## src/rtl/cbus_axi_bridge.sv

```systemverilog
// CBus-to-AXI4 bridge: turns the arbiter's single CBus transaction stream
// into AXI4 INCR read/write bursts, one transaction at a time.

package cbus_pkg;
    typedef struct packed {
        logic        valid;
        logic        is_write;
        logic [2:0]  size;
        logic [63:0] addr;
        logic [7:0]  strobe;
        logic [63:0] data;
        logic [3:0]  len;
    } cbus_req_t;

    typedef struct packed {
        logic        ready;
        logic        last;
        logic        okay;
        logic [63:0] data;
    } cbus_resp_t;
endpackage

module cbus_axi_bridge
    import cbus_pkg::*;
#(
    parameter logic [3:0] AXI_ID = 4'd0
) (
    input  logic        clk,
    input  logic        resetn,
    input  cbus_req_t   creq,
    output cbus_resp_t  cresp,
    output logic [3:0]  arid,
    output logic [63:0] araddr,
    output logic [7:0]  arlen,
    output logic [2:0]  arsize,
    output logic [1:0]  arburst,
    output logic        arvalid,
    input  logic        arready,
    input  logic [63:0] rdata,
    input  logic [1:0]  rresp,
    input  logic        rlast,
    input  logic        rvalid,
    output logic        rready,
    output logic [3:0]  awid,
    output logic [63:0] awaddr,
    output logic [7:0]  awlen,
    output logic [2:0]  awsize,
    output logic [1:0]  awburst,
    output logic        awvalid,
    input  logic        awready,
    output logic [63:0] wdata,
    output logic [7:0]  wstrb,
    output logic        wlast,
    output logic        wvalid,
    input  logic        wready,
    input  logic [1:0]  bresp,
    input  logic        bvalid,
    output logic        bready
);

    typedef enum logic [2:0] {
        IDLE,
        RADDR,
        RDATA,
        WADDR,
        WDATA,
        WRESP
    } state_t;

    state_t     state_q, state_d;
    logic [3:0] cnt_q, cnt_d;
    logic       is_last;

    // The beat counter alone decides the last beat; rlast is deliberately ignored.
    logic unused_rlast;
    assign unused_rlast = rlast;

    assign is_last = (cnt_q == creq.len);

    // The arbiter holds creq stable for the whole transaction, so the AXI
    // payload is a straight combinational copy of the request.
    assign arid    = AXI_ID;
    assign araddr  = creq.addr;
    assign arlen   = {4'b0, creq.len};
    assign arsize  = creq.size;
    assign arburst = 2'b01;
    assign awid    = AXI_ID;
    assign awaddr  = creq.addr;
    assign awlen   = {4'b0, creq.len};
    assign awsize  = creq.size;
    assign awburst = 2'b01;
    assign wdata   = creq.data;
    assign wstrb   = creq.strobe;

    // State and beat counter registers with synchronous active-low reset.
    always_ff @(posedge clk) begin
        if (!resetn) begin
            state_q <= IDLE;
            cnt_q   <= 4'd0;
        end else begin
            state_q <= state_d;
            cnt_q   <= cnt_d;
        end
    end

    // Next-state logic plus handshake outputs and zero-latency CBus responses.
    always_comb begin
        state_d = state_q;
        cnt_d   = cnt_q;
        arvalid = 1'b0;
        rready  = 1'b0;
        awvalid = 1'b0;
        wvalid  = 1'b0;
        wlast   = 1'b0;
        bready  = 1'b0;
        cresp   = '0;
        if (resetn) begin
            case (state_q)
                IDLE: begin
                    if (creq.valid) begin
                        state_d = creq.is_write ? WADDR : RADDR;
                        cnt_d   = 4'd0;
                    end
                end
                RADDR: begin
                    arvalid = 1'b1;
                    if (arready) state_d = RDATA;
                end
                RDATA: begin
                    rready = 1'b1;
                    if (rvalid) begin
                        cresp.ready = 1'b1;
                        cresp.data  = rdata;
                        cresp.okay  = (rresp == 2'b00);
                        cresp.last  = is_last;
                        cnt_d       = cnt_q + 4'd1;
                        if (is_last) state_d = IDLE;
                    end
                end
                WADDR: begin
                    awvalid = 1'b1;
                    if (awready) state_d = WDATA;
                end
                WDATA: begin
                    wvalid = 1'b1;
                    wlast  = is_last;
                    if (wready) begin
                        if (is_last) begin
                            state_d = WRESP;
                        end else begin
                            cresp.ready = 1'b1;
                            cresp.okay  = 1'b1;
                            cnt_d       = cnt_q + 4'd1;
                        end
                    end
                end
                WRESP: begin
                    bready = 1'b1;
                    if (bvalid) begin
                        cresp.ready = 1'b1;
                        cresp.last  = 1'b1;
                        cresp.okay  = (bresp == 2'b00);
                        state_d     = IDLE;
                    end
                end
                default: state_d = IDLE;
            endcase
        end
    end

endmodule
```

## config.mk

```make
export PLATFORM = sky130hd
export DESIGN_NAME = cbus_axi_bridge
export DESIGN_NICKNAME = d
export VERILOG_FILES = /design/src/rtl/cbus_axi_bridge.sv
export SDC_FILE = /design/constraint.sdc
export NUM_CORES = 1
export LEC_CHECK = 0
export CORE_AREA = 4 4 205 207
export DETAILED_ROUTE_END_ITERATION = 10
export DIE_AREA = 0 0 209 211
export HOLD_SLACK_MARGIN = 0.08
export SLEW_MARGIN = 20
export SYNTH_ARGS = -nofsm -noshare
export SYNTH_HDL_FRONTEND = slang
export SYNTH_SLANG_ARGS = --single-unit
```

## constraint.sdc

```tcl
create_clock -name clk -period 3.4 [get_ports clk]
set_input_delay 1.02 -clock clk [delete_from_list [all_inputs] [get_ports clk]]
set_output_delay 1.02 -clock clk [all_outputs]
set_load 0.005 [all_outputs]
```

==> impl_metrics.py <==
metrics = {
    "status": {
        "status": "finished, final reports clean",
    },
    "sta": {
        "slew_viol_final": 0,
        "final-hold-violation-count": 0,
        "fmax_ghz": 0.298,
        "setup_viol": 0,
        "finalCritPeriodShare": 0.986,
        "holdWs_ns": 0.496,
        "layout_min_cycle_time_ns": 3.35,
        "skew_ns": 0.000841,
    },
    "final_layout": {
        "final_cells": 897,
        "final_common_cell": "clkdlybuf4s50_1",
        "layout_common_cells": "clkdlybuf4s50_1 (86), and2_1 (65), dlygate4sd2_1 (44)",
        "nets": 585,
        "drive_above_1_share": 0.221,
        "area_delta_synth_final_pct": 31.1,
    },
    "global_routing": {
        "grt_max_degree": 15,
        "grt_pass1_vias": 2238,
        "antenna_found_initial": 8,
        "grt_usage": 0.0554,
        "grt-ovfl-total": 0,
        "grt_pass1_wl_mm": 17.5,
    },
    "cts": {
        "cts.reportedPaths.clkPinSlew_ns": 0.04,
        "h-tree-depth": 1,
        "clockBufferDepth": 2,
        "clock-sinks": 7,
        "clock-root-buffer": "clkbuf_16",
        "clk_latency_ns": 0.23,
        "numCtsBuffers": 3,
        "cts_hold_buf": 0,
        "tritoncts": "yes",
    },
    "power_and_ir_drop": {
        "leakagePower_nw": 1.56,
        "p_per_area_nw_per_um2": 269,
        "vdd_drop_max_mv": 0.0846,
    },
    "floorplanning": {
        "dieArea_sq_um": 44100,
        "rows": 74,
        "fp.dieH_um": 211,
        "io_pins": 528,
        "initial_core_util": 0.0706,
        "dieWidth_um": 209,
        "core_sq_um": 40400,
    },
    "critical_path": {
        "cp_slowest_cell": "dlygate4sd2_1",
        "critPathMaxStageDelay_ns": 0.26,
        "worst-path-max-fanout": 6,
        "timing_worst_setup_path_type": "in2out",
        "start_kind": "input port",
        "path_cells": "clkdlybuf4s15_2 > nand3b_1 > nor2_4 > buf_4 > buf_6 > buf_12 > buf_16 > and2_1 > dlygate4sd2_1",
        "end_kind": "output pin",
        "cp.required_ns": 2.38,
        "cp.arrival_ns": 2.33,
    },
    "routing": {
        "viasPerCell": 2.45,
        "drt_pass1_iterations": 4,
        "via_count": 2200,
        "drt-initial-drc-count": 68,
        "wl_per_cell_um": 15.5,
        "antenna_left": 0,
        "drc": 0,
        "wl_mm": 13.9,
    },
    "run": {
        "drv_cap": 0,
    },
    "hold_path": {
        "worst_hold_path_type": "reg2reg",
    },
    "synth": {
        "syn_inst": 389,
        "yosysSeqAreaShare": 0.0491,
        "ys_warn_count": 0,
        "synthesis.area_sq_um": 2850,
        "avgSynthCellArea_sq_um": 7.33,
        "synth_seq_cells": 7,
        "yosysUniqueCellTypes": 39,
    },
    "placed_design": {
        "port_buffers": 161,
        "gp_routability_congestion": 0.751,
        "dpl.hpwl_mm": 10.8,
        "dp_cells": 875,
    },
}
==> worst max-delay path: cells and delay by family <==
| kind | cells | cell delay, ns |
|---|---|---|
| AND/OR/NAND/NOR | 3 | 0.34 |
| buffers and inverters | 6 | 0.96 |
==> metrics by stage <==
| stage | instance area [sq um] | TNS [ns] | util | setup WS [ns] | power (mW) |
|---|---|---|---|---|---|
| 6_report | 3740 | 0 | 0.0926 | 0.0487 | 1.01 |
| 3_5_place_dp | 3550 | -29.81 | 0.0878 | -0.561 | 0.736 |
| 4_1_cts | 3800 | -0.598 | 0.0940 | -0.0565 | 1.02 |
| 2_1_floorplan | 2920 | 0 | - | 0.656 | 0.630 |
| 5_1_grt | 3730 | -0.0372 | 0.0924 | -0.0114 | 1.07 |
| 3_3_place_gp | 3550 | -26.27 | 0.0878 | -0.578 | 0.725 |
==> routing by layer <==
layer / GRT usage / wire, um
met5: 0 / 34
met4: 0.0522 / 1380
met3: 0.0434 / 2610
met2: 0.0681 / 5150
met1: 0.0583 / 4680
==> synthesized netlist by cell type <==
master / instances / area [sq um]
buf_4: 234 / 1760
and2_1: 65 / 407
nand2_1: 8 / 30.0
clkbuf_1: 7 / 26.3
dfxtp_1: 7 / 140
nor2_1: 7 / 26.3
nor3_1: 6 / 30.0
nand3_1: 5 / 25.0
a21oi_1: 4 / 20.0
xnor2_1: 4 / 35.0
a21oi_2: 3 / 26.3
o21ai_0: 3 / 15.0
buf_6: 2 / 22.5
conb_1: 2 / 7.51
inv_1: 2 / 7.51
mux2_2: 2 / 22.5
nand2b_4: 2 / 27.5
nand3b_1: 2 / 15.0
nor2b_1: 2 / 12.5
nor3b_1: 2 / 15.0
o32ai_1: 2 / 17.5
a2111oi_2: 1 / 15.0
a211oi_1: 1 / 7.51
a31oi_1: 1 / 6.26
a32o_1: 1 / 10.0
a41o_1: 1 / 10.0
buf_2: 1 / 5.00
ha_1: 1 / 12.5
nand2b_1: 1 / 6.26
nand4_1: 1 / 6.26
nand4b_1: 1 / 8.76
nor2_2: 1 / 6.26
nor4_4: 1 / 21.3
o21ai_1: 1 / 5.00
o21ai_2: 1 / 8.76
o221ai_2: 1 / 15.0
or2_1: 1 / 6.26
or2b_1: 1 / 7.51
or3b_1: 1 / 8.76
==> worst paths after layout <==
kind	start	to	slack (ns)	cells past startpoint
setup / recovery	rvalid	cresp[34]	0.05	9
hold / removal	cnt_q[3]	cnt_q[3]	0.50	2
setup reg to reg	cnt_q[1]	cnt_q[0]	1.54	8
hold reg to reg	cnt_q[3]	cnt_q[3]	0.50	2
==> repair_timing <==
item,CTS,global route
buffers inserted,10,1
resized for setup,136,20
pin swaps,2,4
cloned,5,0
setup endpoints to repair,73,27
==> where the power goes <==
part	internal [mW]	total, mW	switching, mW
logic	0.381	0.675	0.294
registers	0.0977	0.127	0.0298
clock network	0.156	0.204	0.0473
==> cell type report <==
class,count,area (sq um)
fillers,4737,36600
diodes,3,7.51
flip-flops and latches,7,140
multi-input cells,154,986
inverters,2,7.51
repair buffers,195,1850
clock buffers,4,78.8
well taps,532,666
==> kinds of logic (layout without fill, tap and decap cells) <==
family                     count (synthesis)  count (layout)  share of synthesized area
buffers and inverters                    246             201                      0.638
and+or+nand+nor                          107             107                      0.231
AOI/OAI and AO/OA                         20              20                     0.0548
DFF                                        7               7                     0.0491
xor gates and xnor gates                   4               4                     0.0123
other                                      2              23                    0.00263
muxes                                      2               2                    0.00790
adders and majority gates                  1               1                    0.00439
==> registers in the layout (all words and copies together) (netlist names) <==
signal   count
state_q      3
cnt_q        4
(Power assumes the default switching activity.)
